<file path="config.mk">
export PLATFORM = sky130hd
export DESIGN_NAME = uart_tx_arbiter
export DESIGN_NICKNAME = d
export VERILOG_FILES = /design/src/rtl/uart_tx_arbiter.sv
export SDC_FILE = /design/constraint.sdc
export NUM_CORES = 1
export LEC_CHECK = 0
export CAP_MARGIN = 20
export CORE_MARGIN = 8
export CORE_UTILIZATION = 51
export CTS_CLUSTER_SIZE = 10
export DETAILED_ROUTE_END_ITERATION = 10
export DONT_BUFFER_PORTS = 1
export PLACE_DENSITY_LB_ADDON = 0.1
export SYNTH_ARGS = -nofsm -noshare
export SYNTH_HDL_FRONTEND = slang
export SYNTH_SLANG_ARGS = --single-unit
</file>
<file path="constraint.sdc">
create_clock -name clk_100m -period 1.7 [get_ports clk_100m]
set_input_delay 0.34 -clock clk_100m [delete_from_list [all_inputs] [get_ports clk_100m]]
set_output_delay 0.34 -clock clk_100m [all_outputs]
set_load 0.01 [all_outputs]
</file>
<file path="src/rtl/uart_tx_arbiter.sv">
// uart_tx_arbiter: round-robin sharing of one uart_tx byte transmitter
// between NUM_REQ on-chip byte sources, one byte per grant.
//
// Ports:
//   clk_100m     system clock
//   rst_n        asynchronous active-low reset
//   req          per-requester byte valid, held until gnt
//   req_data     byte of requester i on bits [8i+7:8i]
//   req_last     (UART_ARB_LOCK_EN only) last byte of a locked burst
//   gnt          one-hot one-cycle pulse, byte accepted
//   tx_data      byte to uart_tx data_in, held until the next issue
//   tx_wr_en     one-cycle write strobe to uart_tx
//   tx_busy      busy flag from uart_tx
//   active_id    index of the last granted requester
//   busy         high while a frame is outstanding
//   err_timeout  one-cycle pulse when tx_busy never rose after an issue
//
// Optional feature: define UART_ARB_LOCK_EN to let a requester hold the
// arbiter for a multi-byte burst terminated by req_last.
module uart_tx_arbiter #(
  parameter int unsigned NUM_REQ = 4,
  parameter int unsigned TIMEOUT = 16
) (
  input  logic                       clk_100m,
  input  logic                       rst_n,
  input  logic [NUM_REQ-1:0]         req,
  input  logic [8*NUM_REQ-1:0]       req_data,
`ifdef UART_ARB_LOCK_EN
  input  logic [NUM_REQ-1:0]         req_last,
`endif
  output logic [NUM_REQ-1:0]         gnt,
  output logic [7:0]                 tx_data,
  output logic                       tx_wr_en,
  input  logic                       tx_busy,
  output logic [$clog2(NUM_REQ)-1:0] active_id,
  output logic                       busy,
  output logic                       err_timeout
);

  localparam int unsigned ID_W  = $clog2(NUM_REQ);
  localparam int unsigned CNT_W = $clog2(TIMEOUT + 1);

  typedef enum logic [1:0] {
    IDLE    = 2'd0,
    WAIT_HI = 2'd1,
    WAIT_LO = 2'd2
  } state_t;

  state_t            state;
  logic [ID_W-1:0]   last;
  logic [CNT_W-1:0]  cnt;

`ifdef UART_ARB_LOCK_EN
  logic              lock_vld;
  logic [ID_W-1:0]   lock_id;
`endif

  // Unpack the flat data bus into per-requester bytes.
  logic [7:0] req_byte [NUM_REQ];
  for (genvar g = 0; g < NUM_REQ; g++) begin : g_unpack
    assign req_byte[g] = req_data[8*g +: 8];
  end

  // Winner selection: first eligible requester after 'last', ascending with wrap.
  logic [NUM_REQ-1:0] elig_c;
  logic [ID_W-1:0]    pick_c;
  logic               hit_c;
  logic               lock_hit_c;

  always_comb begin
    logic [ID_W-1:0] cand;
    elig_c     = req;
    lock_hit_c = 1'b0;
    pick_c     = '0;
    hit_c      = 1'b0;
    cand       = '0;
`ifdef UART_ARB_LOCK_EN
    // A held lock narrows eligibility to its owner while it still requests.
    if (lock_vld && req[lock_id]) begin
      elig_c          = '0;
      elig_c[lock_id] = 1'b1;
      lock_hit_c      = 1'b1;
    end
`endif
    // Scan farthest-first so the nearest hit after 'last' overwrites the rest.
    for (int unsigned d = NUM_REQ; d > 0; d--) begin
      cand = ID_W'((32'(last) + d) % NUM_REQ);
      if (elig_c[cand]) begin
        pick_c = cand;
        hit_c  = 1'b1;
      end
    end
  end

  // Control FSM with registered outputs.
  always_ff @(posedge clk_100m or negedge rst_n) begin
    if (!rst_n) begin
      state       <= IDLE;
      last        <= ID_W'(NUM_REQ - 1);
      cnt         <= '0;
      gnt         <= '0;
      tx_data     <= 8'h00;
      tx_wr_en    <= 1'b0;
      active_id   <= '0;
      busy        <= 1'b0;
      err_timeout <= 1'b0;
`ifdef UART_ARB_LOCK_EN
      lock_vld    <= 1'b0;
      lock_id     <= '0;
`endif
    end else begin
      gnt         <= '0;
      tx_wr_en    <= 1'b0;
      err_timeout <= 1'b0;
      case (state)
        IDLE: begin
`ifdef UART_ARB_LOCK_EN
          // Owner dropped its request: release; this cycle's pick already covers everyone.
          if (lock_vld && !req[lock_id]) lock_vld <= 1'b0;
`endif
          if (hit_c) begin
            gnt       <= NUM_REQ'(1) << pick_c;
            tx_wr_en  <= 1'b1;
            tx_data   <= req_byte[pick_c];
            active_id <= pick_c;
            cnt       <= '0;
            busy      <= 1'b1;
            state     <= WAIT_HI;
            // Locked grants leave the round-robin pointer where it was.
            if (!lock_hit_c) last <= pick_c;
`ifdef UART_ARB_LOCK_EN
            lock_vld  <= !req_last[pick_c];
            lock_id   <= pick_c;
`endif
          end
        end
        WAIT_HI: begin
          if (tx_busy) begin
            state <= WAIT_LO;
          end else if (cnt == CNT_W'(TIMEOUT - 1)) begin
            // Transmitter never acknowledged: drop the byte and move on.
            err_timeout <= 1'b1;
            busy        <= 1'b0;
            state       <= IDLE;
`ifdef UART_ARB_LOCK_EN
            lock_vld    <= 1'b0;
`endif
          end else begin
            cnt <= cnt + CNT_W'(1);
          end
        end
        WAIT_LO: begin
          if (!tx_busy) begin
            busy  <= 1'b0;
            state <= IDLE;
          end
        end
        default: begin
          busy  <= 1'b0;
          state <= IDLE;
        end
      endcase
    end
  end

endmodule

</file>
==> run_results.csv, run 1 <==
group,metric,value,unit
run_status,status,"finished, violations left",
run_status,violations,"negative setup slack",
synthesis,ys_seq_elements,26,
clock_tree,clk_transition_reported_paths,0.14,ns
clock_tree,numCtsBuffers,3,
pwr,intPower,1.91,mW
synthesis,yosys_warnings,0,
sta,post-route-period-util,1.05,
worst_hold_path,holdCritPathClass,"input port to flip-flop",
critical_path,cp_max_fo,5,
global_routing,global_route.usage.total,0.167,
floorplan,die_area,0.00461,mm²
synthesis,synth_edf_count,0,
global_routing,grt_overflow,0,
clock_tree,cts_buffer_depth,2,
routing,wl_per_cell,19.1,µm
sta,rsz0062_at_grt,"true",
floorplan,die_w,67.9,µm
synthesis,syn_area,0.00138,mm²
pwr,pwr-share-clk,0.097,
synthesis,ys_top_cells_by_count,"24 x dfrtp_1, 23 x nor2_1, 13 x nand2_1",
critical_path,worstRegToRegCells,6,
synthesis,synth_compound_area_frac,0.182,
clock_tree,cts_tree,"yes",
synthesis,synth-main-ff-cell,"dfrtp_1",
global_routing,grt_pass1_wl,5.98,mm
pwr,swShare,0.402,
pwr,finalPower,3.19,mW
placed_design,hpwl,2.58,mm
final_layout,nNetsFinal,213,
routing,remaining_drc_errors,0,
final_layout,nFillCells,200,
synthesis,synth_most_common_cell,"dfrtp_1",
synthesis,synth_xor_area_frac,0.0191,
critical_path,cp.arrival,2.00,ns
clock_tree,cts_root_buf,"clkbuf_4",
worst_hold_path,hold_depth,1,
sta,worst_pin_slew,0.440,ns
sta,finalMaxSlewViolations,0,
clock_tree,ctsHtreeMaxLevel,1,
routing,drtIter0Drc,45,
synthesis,synth_top_area_share,0.437,
sta,min_period,1.78,ns
global_routing,grt_max_degree,27,
synthesis,synth.avg_cell_area,10.0,µm²
sta,hold_viol_final,0,
floorplan,coreArea,0.00266,mm²
pwr,p_leak,0.851,nW
final_layout,syn2layout_area_growth,39.1,%
synthesis,async_flop_share,1.00,
synthesis,synth_top_area_cell,"dfrtp_1",
pwr,switchingPower,1.28,mW
critical_path,path_class,"flip-flop to flip-flop",
routing,vias_per_cell,5.86,
floorplan,row_count,19,
sta,setup_violations,11,
sta,fin_skew,0.00440,ns
routing,wirelength,3.85,mm
synthesis,synth_top_family_by_area,"simple AND/OR/NAND/NOR gates",
critical_path,crit_path_end_kind,"flip-flop",
clock_tree,worstSkewPairLatency,0.32,ns
pwr,powerDensity,1670,mW/mm²
pwr,combPwrFrac,0.554,
critical_path,cp.required,1.91,ns
final_layout,drive_above_1_share,0.468,
synthesis,synth_mux_area_frac,0.0655,
clock_tree,cts_sinks,26,
critical_path,crit_path_start_kind,"flip-flop",
run,cap_violations,0,
placed_design,dp.cells,186,
sta,max_clock_freq,560,MHz
synthesis,synthAdderAreaFrac,0.0182,
synthesis,syn_nets,178,
sta,fin_ws,-0.0843,ns
synthesis,synth.top_cells.by_area,"dfrtp_1 44%, mux2i_1 6.6%, nor2_1 6.3%",
placed_design,postPlaceCellArea,0.00157,mm²
global_routing,grt_pass1_vias,1225,
placed_design,port_buffers,0,
synthesis,synth_cell_types,37,
sta,slew_headroom,0.704,
global_routing,grt_antenna_before_repair,0,
routing,route.vias.total,1184,
synthesis,synthSimpleGateAreaFrac,0.197,
floorplan,die_y,67.9,µm
synthesis,synth_cells,137,
pwr,p_seq_frac,0.349,
routing,postRouteAntennaNets,0,
sta,fin_setup_tns,-0.616,ns
placed_design,gp_congestion,0.797,
floorplan,initial_core_util,0.516,
final_layout,num_antenna_cells,0,
pwr,ir_drop,1460,µV
synthesis,synth_seq_area_share,0.475,
floorplan,io_pins,56,
final_layout,instances_no_fill,202,
final_layout,finish.instance_area,0.00191,mm²
routing,firstDrtPassIters,4,
worst paths after layout:
path                       startpoint          to  slack (ns)
min                           tx_busy    state[1]        0.14
max                           last[1]  tx_data[2]       -0.08
max in group asynchronous       rst_n     last[1]        1.03
min in group asynchronous       rst_n    state[0]        0.45
max reg2reg                   last[1]  tx_data[2]       -0.08
min reg2reg                    cnt[4]      cnt[4]        0.56
critical path: stages (launching register included):
cell and delay (ns):
dfstp_2 0.62, mux2i_4 0.26, nor2_4 0.06, nand3b_1 0.22, buf_6 0.18, a221oi_4 0.28
a211oi_2 0.07
timing repair:
action                                  CTS  global route
hold endpoints to repair                 26             0
hold buffers                              2             0
pin swaps                                 5            13
endpoints found under the setup margin   10            15
cloned                                    0             0
resized for setup                        15            29
buffers inserted                          5             5
power groups by stage:
stage | combinational [mW] | clock [mW] | sequential (mW)
after CTS | 1.46 | 0.317 | 1.12
after floorplan | 0.833 | 0 | 1.11
after global placement | 1.26 | 0 | 1.13
after detailed placement | 1.30 | 0 | 1.13
final | 1.77 | 0.310 | 1.11
after global routing | 1.93 | 0.344 | 1.15
layer usage:
metal / vias to the layer above / GRT usage / routed length [µm]
met2: 32 / 0.299 / 2040
met1: 585 / 0.190 / 1550
li1: 563 / - / -
met3: 4 / 0.0376 / 215
met5: - / 0 / 0
met4: 0 / 0.0588 / 44
stage by stage:
stage               hold slack (ns)  setup WS (ns)  utilization
global route                  0.116         -0.164        0.719
detailed placement           0.0453        -0.0781        0.588
global placement             0.0453        -0.0368        0.588
CTS                           0.131        -0.0919        0.655
finish                        0.136        -0.0843        0.719
floorplan                    0.0444        -0.0385            -
flip-flops by register name, summed over array words and instances (netlist names):
| name | flops |
|---|---|
| tx_data | 8 |
| last | 2 |
| err_timeout | 1 |
| active_id | 2 |
| busy | 1 |
| gnt | 4 |
| tx_wr_en | 1 |
| cnt | 5 |
| state | 2 |
layout by cell type (no fill, tap or decap), types with 2 or more instances in the layout:
cell type / count
mux2i_1: 2
inv_2: 2
a221oi_4: 2
nor2_1: 23
xor2_1: 3
nand2_2: 3
buf_4: 25
nand2_1: 10
clkbuf_4: 3
buf_6: 6
dfrtp_1: 24
nand2b_1: 2
nor2b_1: 3
dfstp_2: 2
inv_1: 3
mux2i_2: 6
buf_12: 2
o21ai_2: 2
nand3b_1: 2
a221oi_2: 6
a211oi_2: 7
a21oi_1: 3
a21boi_1: 2
a21o_1: 2
kinds of logic (layout without fill, tap and decap cells):
group | Yosys count | in the layout
and+or+nand+nor | 56 | 56
buffers and inverters | 9 | 43
adders and majority gates | 2 | 2
xor gates and xnor gates | 3 | 3
AOI/OAI and AO/OA | 32 | 32
muxes | 9 | 9
DFF | 26 | 26
cell type report:
cell class,count,area [µm²],share of cell area
Timing Repair Buffer,34,305,0.160
Sequential cell,26,653,0.341
Tap cell,31,38.8,0.0203
Inverter,5,18.8,0.00981
Clock buffer,4,36.3,0.0190
Multi-Input combinational cell,102,861,0.450
(Power assumes the default switching activity.)
==> run 2, diff against run 1 <==
--- a/config.mk
+++ b/config.mk
@@ -5,13 +5,13 @@
 export SDC_FILE = /design/constraint.sdc
 export NUM_CORES = 1
 export LEC_CHECK = 0
-export CAP_MARGIN = 20
 export CORE_MARGIN = 8
 export CORE_UTILIZATION = 51
 export CTS_CLUSTER_SIZE = 10
 export DETAILED_ROUTE_END_ITERATION = 10
 export DONT_BUFFER_PORTS = 1
 export PLACE_DENSITY_LB_ADDON = 0.1
+export SLEW_MARGIN = 10
 export SYNTH_ARGS = -nofsm -noshare
 export SYNTH_HDL_FRONTEND = slang
 export SYNTH_SLANG_ARGS = --single-unit
==> results of run 2 <==
Same layout as run 1: the final DEF is identical, and so are final timing and power.
==> run 3, diff against run 2 <==
--- a/config.mk
+++ b/config.mk
@@ -10,6 +10,7 @@
 export CTS_CLUSTER_SIZE = 10
 export DETAILED_ROUTE_END_ITERATION = 10
 export DONT_BUFFER_PORTS = 1
+export GPL_TIMING_DRIVEN = 1
 export PLACE_DENSITY_LB_ADDON = 0.1
 export SLEW_MARGIN = 10
 export SYNTH_ARGS = -nofsm -noshare
==> results of run 3 <==
Same layout as run 1: the final DEF is identical, and so are final timing and power.
